[config.mk]
export PLATFORM = sky130hd
export DESIGN_NAME = psum_accumulator
export DESIGN_NICKNAME = d
export VERILOG_FILES = /design/src/rtl/psum_accumulator.sv
export SDC_FILE = /design/constraint.sdc
export NUM_CORES = 1
export LEC_CHECK = 0
export CAP_MARGIN = 0
export CORE_MARGIN = 5
export CORE_UTILIZATION = 30
export DETAILED_ROUTE_END_ITERATION = 8
export GPL_ROUTABILITY_DRIVEN = 0
export PLACE_DENSITY_LB_ADDON = 0.25
export SLEW_MARGIN = 20
export SYNTH_ARGS = -nofsm -noshare
export SYNTH_HDL_FRONTEND = slang
export SYNTH_SLANG_ARGS = --single-unit
[constraint.sdc]
create_clock -name clk -period 8.8 [get_ports clk]
set_clock_uncertainty 0.05 [all_clocks]
set_input_delay 1.76 -clock clk [delete_from_list [all_inputs] [get_ports clk]]
set_output_delay 1.76 -clock clk [all_outputs]
set_load 0.02 [all_outputs]
[src/rtl/psum_accumulator.sv]
// Output-side partial-sum accumulator: sums a programmed number of MAC psums
// with signed saturation (one 24-bit lane or two 12-bit lanes), optional ReLU.
module psum_accumulator #(
  parameter int psum_bw  = 24,
  parameter int psum_bw2 = 12,
  parameter int cnt_bw   = 8
) (
  input  logic               clk,
  input  logic               reset_n,
  input  logic               act_mode,
  input  logic               relu_en,
  input  logic [cnt_bw-1:0]  acc_len,
  input  logic               in_valid,
  output logic               in_ready,
  input  logic [psum_bw-1:0] in_psum,
  output logic               out_valid,
  input  logic               out_ready,
  output logic [psum_bw-1:0] out_data,
  output logic               busy
);

  typedef enum logic [1:0] {
    IDLE = 2'd0,
    ACC  = 2'd1,
    OUT  = 2'd2
  } state_t;

  localparam logic [cnt_bw-1:0]   CNT_ONE  = cnt_bw'(1);
  localparam logic [psum_bw-1:0]  FULL_MAX = {1'b0, {(psum_bw-1){1'b1}}};
  localparam logic [psum_bw-1:0]  FULL_MIN = {1'b1, {(psum_bw-1){1'b0}}};
  localparam logic [psum_bw2-1:0] LANE_MAX = {1'b0, {(psum_bw2-1){1'b1}}};
  localparam logic [psum_bw2-1:0] LANE_MIN = {1'b1, {(psum_bw2-1){1'b0}}};

  state_t               state_q;
  logic [psum_bw-1:0]   acc_q;
  logic [cnt_bw-1:0]    cnt_q;
  logic [cnt_bw-1:0]    len_q;
  logic                 mode_q;
  logic                 relu_q;
  logic [psum_bw-1:0]   out_data_q;

  logic                 xfer;
  logic                 deliver;
  logic [cnt_bw-1:0]    len_in;
  logic [cnt_bw-1:0]    cnt_d;
  logic [psum_bw:0]     sum_full;
  logic [psum_bw2:0]    sum_lo;
  logic [psum_bw2:0]    sum_hi;
  logic [psum_bw-1:0]   sat_full;
  logic [psum_bw2-1:0]  sat_lo;
  logic [psum_bw2-1:0]  sat_hi;
  logic [psum_bw-1:0]   acc_d;

  // ReLU per active lane; in split mode each lane is zeroed on its own sign.
  function automatic logic [psum_bw-1:0] apply_relu(
    input logic [psum_bw-1:0] v,
    input logic               mode,
    input logic               en
  );
    logic [psum_bw-1:0] r;
    r = v;
    if (en) begin
      if (mode) begin
        if (v[psum_bw2-1]) r[psum_bw2-1:0] = '0;
        if (v[psum_bw-1])  r[psum_bw-1:psum_bw2] = '0;
      end else if (v[psum_bw-1]) begin
        r = '0;
      end
    end
    return r;
  endfunction

  assign in_ready  = (state_q != OUT);
  assign out_valid = (state_q == OUT);
  assign busy      = (state_q != IDLE);
  assign out_data  = out_data_q;

  assign xfer    = in_valid && in_ready;
  assign deliver = out_valid && out_ready;
  assign len_in  = (acc_len == '0) ? CNT_ONE : acc_len;
  assign cnt_d   = cnt_q + CNT_ONE;

  always_comb begin
    sum_full = {acc_q[psum_bw-1], acc_q} + {in_psum[psum_bw-1], in_psum};
    sum_lo   = {acc_q[psum_bw2-1], acc_q[psum_bw2-1:0]}
             + {in_psum[psum_bw2-1], in_psum[psum_bw2-1:0]};
    sum_hi   = {acc_q[psum_bw-1], acc_q[psum_bw-1:psum_bw2]}
             + {in_psum[psum_bw-1], in_psum[psum_bw-1:psum_bw2]};

    // Overflow shows up as disagreement between the guard bit and the sign bit.
    if (sum_full[psum_bw] != sum_full[psum_bw-1])
      sat_full = sum_full[psum_bw] ? FULL_MIN : FULL_MAX;
    else
      sat_full = sum_full[psum_bw-1:0];

    if (sum_lo[psum_bw2] != sum_lo[psum_bw2-1])
      sat_lo = sum_lo[psum_bw2] ? LANE_MIN : LANE_MAX;
    else
      sat_lo = sum_lo[psum_bw2-1:0];

    if (sum_hi[psum_bw2] != sum_hi[psum_bw2-1])
      sat_hi = sum_hi[psum_bw2] ? LANE_MIN : LANE_MAX;
    else
      sat_hi = sum_hi[psum_bw2-1:0];

    acc_d = mode_q ? {sat_hi, sat_lo} : sat_full;
  end

  always_ff @(posedge clk or negedge reset_n) begin
    if (!reset_n) begin
      state_q    <= IDLE;
      acc_q      <= '0;
      cnt_q      <= '0;
      len_q      <= '0;
      mode_q     <= 1'b0;
      relu_q     <= 1'b0;
      out_data_q <= '0;
    end else begin
      case (state_q)
        IDLE: begin
          if (xfer) begin
            mode_q <= act_mode;
            relu_q <= relu_en;
            len_q  <= len_in;
            acc_q  <= in_psum;
            cnt_q  <= CNT_ONE;
            // Single-psum results bypass ACC, so use the live config here.
            if (len_in == CNT_ONE) begin
              out_data_q <= apply_relu(in_psum, act_mode, relu_en);
              state_q    <= OUT;
            end else begin
              state_q <= ACC;
            end
          end
        end
        ACC: begin
          if (xfer) begin
            acc_q <= acc_d;
            cnt_q <= cnt_d;
            if (cnt_d == len_q) begin
              out_data_q <= apply_relu(acc_d, mode_q, relu_q);
              state_q    <= OUT;
            end
          end
        end
        OUT: begin
          if (deliver) state_q <= IDLE;
        end
        default: state_q <= IDLE;
      endcase
    end
  end

endmodule
# Yosys cells after proc, flatten, opt, wreduce, memory -nomap -nowiden
# Cells that the tools add are included.
dict set report totals {
  regBits 68
  word_cells 69
}
dict set report classes {
  n_addsub 4
  n_eq_ne 13
  n_mux 35
  reduce_logical 10
}
# op n
set ops {}
lappend ops {{$mux W24} 13}
lappend ops {{$pmux W24 S2} 2}
lappend ops {{$mux W12} 4}
lappend ops {{$mux W23} 2}
lappend ops {{$mux W11} 4}
lappend ops {{$add A12 B12 Y13} 2}
lappend ops {{$add A24 B24 Y25} 1}
lappend ops {{$mux W8} 3}
lappend ops {{$pmux W8 S2} 1}
lappend ops {{$mux W2} 5}
lappend ops {{$ne A2 B2 Y1 const B} 5}
lappend ops {{$add A8 B1 Y8 const B} 1}
lappend ops {{$eq A8 B1 Y1 const B} 1}
lappend ops {{$eq A8 B8 Y1} 1}
lappend ops {{$logic_not A8 Y1} 1}
lappend ops {{$pmux W2 S3} 1}
lappend ops {{$reduce_and A5 Y1} 1}
lappend ops {{$reduce_and A4 Y1} 1}
lappend ops {{$reduce_bool A2 Y1} 2}
lappend ops {{$ne A1 B1 Y1} 3}
lappend ops {{$reduce_and A3 Y1} 1}
lappend ops {{$eq A2 B1 Y1 const B} 1}
lappend ops {{$eq A2 B2 Y1 const B} 1}
lappend ops {{$logic_and A1 B1 Y1} 2}
lappend ops {{3 further kinds} 3}

# Logic depth before layout (Yosys ltp)
dict set report logic_depth {
  depth_word 10
  ltp_mapped 14
}

# Worst setup path before layout
# No wires, ideal clock.
dict set report synth_timing {
  path_type {in2reg}
  startpoint {input in_psum[0]}
  endpoint {register out_data_q[2] (netlist: out_data[2])}
  arrival_ns 4.289
  setup_slack_ns 4.396
  path_stages 12
  n_path_buf 0
  cell_sequence {ha_1 -> inv_1 -> fa_1 -> nand2b_1 -> a211oi_4 -> o21ai_2 -> o311ai_2 -> and3_1 -> mux2_4 -> o21ai_1 -> a2111oi_0 -> o22a_1}
}
dict set report synth_via {
  elab_chain_len 10
}
# element line
set synth_lines {}
lappend synth_lines {{start, declared} 15} ;# input logic [psum_bw-1:0] in_psum,
lappend synth_lines {{$add A24 B24 Y25 or $add A12 B12 Y13 (tied branches)} {84, 86}}
lappend synth_lines {{$mux W24, or another cell as far along} 92} ;# sat_full = sum_full[psum_bw] ? FULL_MIN : FULL_MAX;
lappend synth_lines {{$mux W24 or $mux W12 (tied branches)} {91, 96}}
lappend synth_lines {{$mux W24 (*)} 106} ;# acc_d = mode_q ? {sat_hi, sat_lo} : sat_full;
lappend synth_lines {{$mux W23 or $mux W11 (tied branches)} {66, 64}}
lappend synth_lines {{$mux W24} 63} ;# if (mode) begin
lappend synth_lines {{$mux W24 (*)} 62} ;# if (en) begin
lappend synth_lines {{$mux W24 (*)} 140} ;# if (cnt_d == len_q) begin
lappend synth_lines {{$mux W24 (*)} 137} ;# if (xfer) begin
lappend synth_lines {{$pmux W24 S2 (*)} 119} ;# case (state_q)
lappend synth_lines {{end signal, assigned} 129} ;# out_data_q <= apply_relu(in_psum, act_mode, relu_en);
lappend synth_lines {{end signal, assigned} 141} ;# out_data_q <= apply_relu(acc_d, mode_q, relu_q);
lappend synth_lines {{end, declared} 40} ;# logic [psum_bw-1:0] out_data_q;
# Mark *: on every way between the ends. The rest lies on a longest branch, timed or not. The select of a mux whose other input is x is not followed.
# A chain may end at the register's enable or synchronous reset.

# Final worst setup path
dict set report layout_timing {
  startpoint {input in_psum[0]}
  endpoint {register out_data_q[10] (netlist: out_data[10])}
}
# Same word-level chain as after synthesis.

==> metrics.txt <==
YS warnings=0; CP max FO=13; Worst IR Drop VDD=0.0001629 V; Die Y=151.4 um; vias per inst=5.484; # H-tree levels=3; crit share post-route=59.52%; asr flop ratio synth=100.0%; post-layout utilization of the core=36.16%; Worst EP required=9.00 ns; vias=5808; drt first pass iters=5; Clock transition at path regs=0.06 ns; critical path type=primary input to flip-flop; commonest cells in the netlist=nand2_1, o21ai_0, dfrtp_1; Setup Buffers After CTS=0; post_cts resized=0; Filler Cell Count=2077; clk_lat worst skew=0.35 ns; CTS tree=built; Crit-path slowest cell=o31ai_4; Synth area leader=dfrtp_1; syn_area_per_cell=7.950 um^2; syn_nets=820; Post-DP HPWL=14470 um; HP Class=flip-flop to flip-flop; synth top area cells=dfrtp_1, nand2_1, o21ai_0; Initial Utilization=30.64%; register area share after synthesis=28.35%; worst r2r src=state_q[0]; leakage power=0.002804 uW; 1st-iter DRT viols=463; Worst Setup Start Kind=primary input; Mapped Cells=755; status=complete, no violations; Power Density=426.6 mW/mm^2; Worst setup startpoint=in_psum[0]; layout cells sized above 1=8.186%; ANT cells=0; drt drc=0; fin crit period=5.238 ns; full die area=0.02294 mm^2; max-cap viol count=0; path depth of the worst reg2reg path=10; Pwr Total=3022 uW; count of hold buffers inserted by post-cts repair=0; CTS buffer count=9; Hold Path End=acc_q[19]; worst hold stages=2; vias in the first global route=5529; DIE WIDTH=151.4 um; Synth cell types=83; Synth top area share=28.35%; Final ANT Viol Nets=0; site row count=51; port bufs=64; final hold vios=0; wirelength, routed=19850 um; most numerous cell in the Yosys netlist=nand2_1; Critical Path AT=5.44 ns; Crit. End Element=flip-flop; CTS max path bufs=2; Slew HR=38.41%; mapped cell area=0.006002 mm^2; Slowest Stage Delay on Critical Path=0.55 ns; Final #Nets=855; Syn-to-layout area delta=18.03%; largest net degree at the start of global routing=69; r2r setup slk=4.85 ns; worst reg2reg path endpoint=out_data[10]; synthesis-stage register bit count=68; most used flip-flop cell after synthesis=dfrtp_1; first-pass GRT wire length=31560 um; total track usage=17.77%; f_max=0.1909 GHz; antenna violations before repair=0; TNS Setup=0 ns; GRT overflow=0; number of synthesized flops with an enable pin=0; RSZ-0062 raised after global routing=no; Least-Margin Pin Slew=0.9238 ns; WL per Instance=18.74 um; Slew Viols, Final=0; Final setup viols=0; core box area=0.01959 mm^2; root buffer cell=clkbuf_16; hold_sp=acc_q[19]; Cell Chain, Critical Path=clkdlybuf4s50_1, ha_1, inv_1, fa_1, nand2b_1, a211oi_4, o21ai_2, o311ai_2, and3b_1, a21oi_4, o31ai_4, a22oi_1, a211oi_1; IO Pins=65; clk sinks=68
## metal layers
layer	global-route usage, %	wire length, um
met3	3.321	1037
met4	4.986	366
met5	0	0
met1	25.62	9705
met2	27.07	8738
## kinds of logic (layout without fill, tap and decap cells)
kind of cell    Yosys count  after routing  synth area share, %
compound gates          285            285                32.31
simple gates            257            257                20.01
flops                    68             68                28.35
buf+inv                  65            104                4.982
xor+xnor                 40             40                5.837
fa+ha+maj                29             29                6.212
mux                      11             11                2.293
## worst max-delay path, delay by kind of cell
kind	cells	cell delay [ns]
AO/OA/AOI/OAI	7	1.88
adder cells (fa/ha/maj)	2	0.63
buffers and inverters	2	0.59
AND/OR/NAND/NOR	2	0.59
## layout make-up
cell class | count | area (um^2) | share of cell area (%)
clock inverters | 4 | 25.02 | 0.3532
inverters | 17 | 63.81 | 0.9007
multi-input cells | 622 | 4011 | 56.62
flip-flops and latches | 68 | 1702 | 24.02
well taps | 265 | 331.6 | 4.680
clock buffers | 11 | 252.7 | 3.568
repair buffers | 72 | 698.2 | 9.855
## state kept, by name, indices dropped and copies added (netlist names)
| register | count |
|---|---|
| acc_q | 24 |
| out_data | 24 |
| cnt_q | 8 |
| len_q | 8 |
| state_q | 2 |
| mode_q | 1 |
| relu_q | 1 |
## per-stage QoR
stage / area (um^2) / cells / hold WS, ns / setup slack (ns)
after floorplan: 6002 / 755 / 0.4038 / 4.396
after global placement: 6807 / 1044 / 0.4247 / 3.340
after detailed placement: 6807 / 1044 / 0.4378 / 3.271
after CTS: 7084 / 1059 / 0.4507 / 3.610
after global routing: 7084 / 1059 / 0.4662 / 3.305
final: 7084 / 1059 / 0.4462 / 3.562
## worst max path at each step
stage                     depth (start not counted)  slack [ns]           end
after CTS                                        13        3.61  out_data[10]
after global routing                             13        3.31   out_data[6]
after floorplan                                  12        4.40   out_data[2]
after global placement                           13        3.34   out_data[5]
final                                            13        3.56  out_data[10]
after detailed placement                         13        3.27  out_data[10]
## power breakdown
| part | leakage [uW] | switching [uW] | internal [uW] | total, uW |
|---|---|---|---|---|
| clock network | 0.000133 | 146 | 204 | 350 |
| logic | 0.00185 | 1290 | 814 | 2110 |
| registers | 0.000824 | 113 | 451 | 565 |
## layout by cell type, fill, tap and decap left out, types with 8 or more instances in the layout
cell type and n:
clkdlybuf4s50_1 63, buf_4 9, nand2_1 97, mux2_2 8
xnor2_1 19, nor2_1 59, dfrtp_1 68, clkbuf_16 9
ha_1 25, inv_1 17, a21o_1 12, o211ai_1 13
nand4_1 9, nor3_1 11, a31oi_1 16, a21oi_1 65
o21ai_1 10, and3_1 8, o21a_1 9, nand3_1 30
o21ai_0 72, a22oi_1 8, xor2_1 21, and2_1 11
a211oi_1 9
Power figures use the tool's default switching activity.
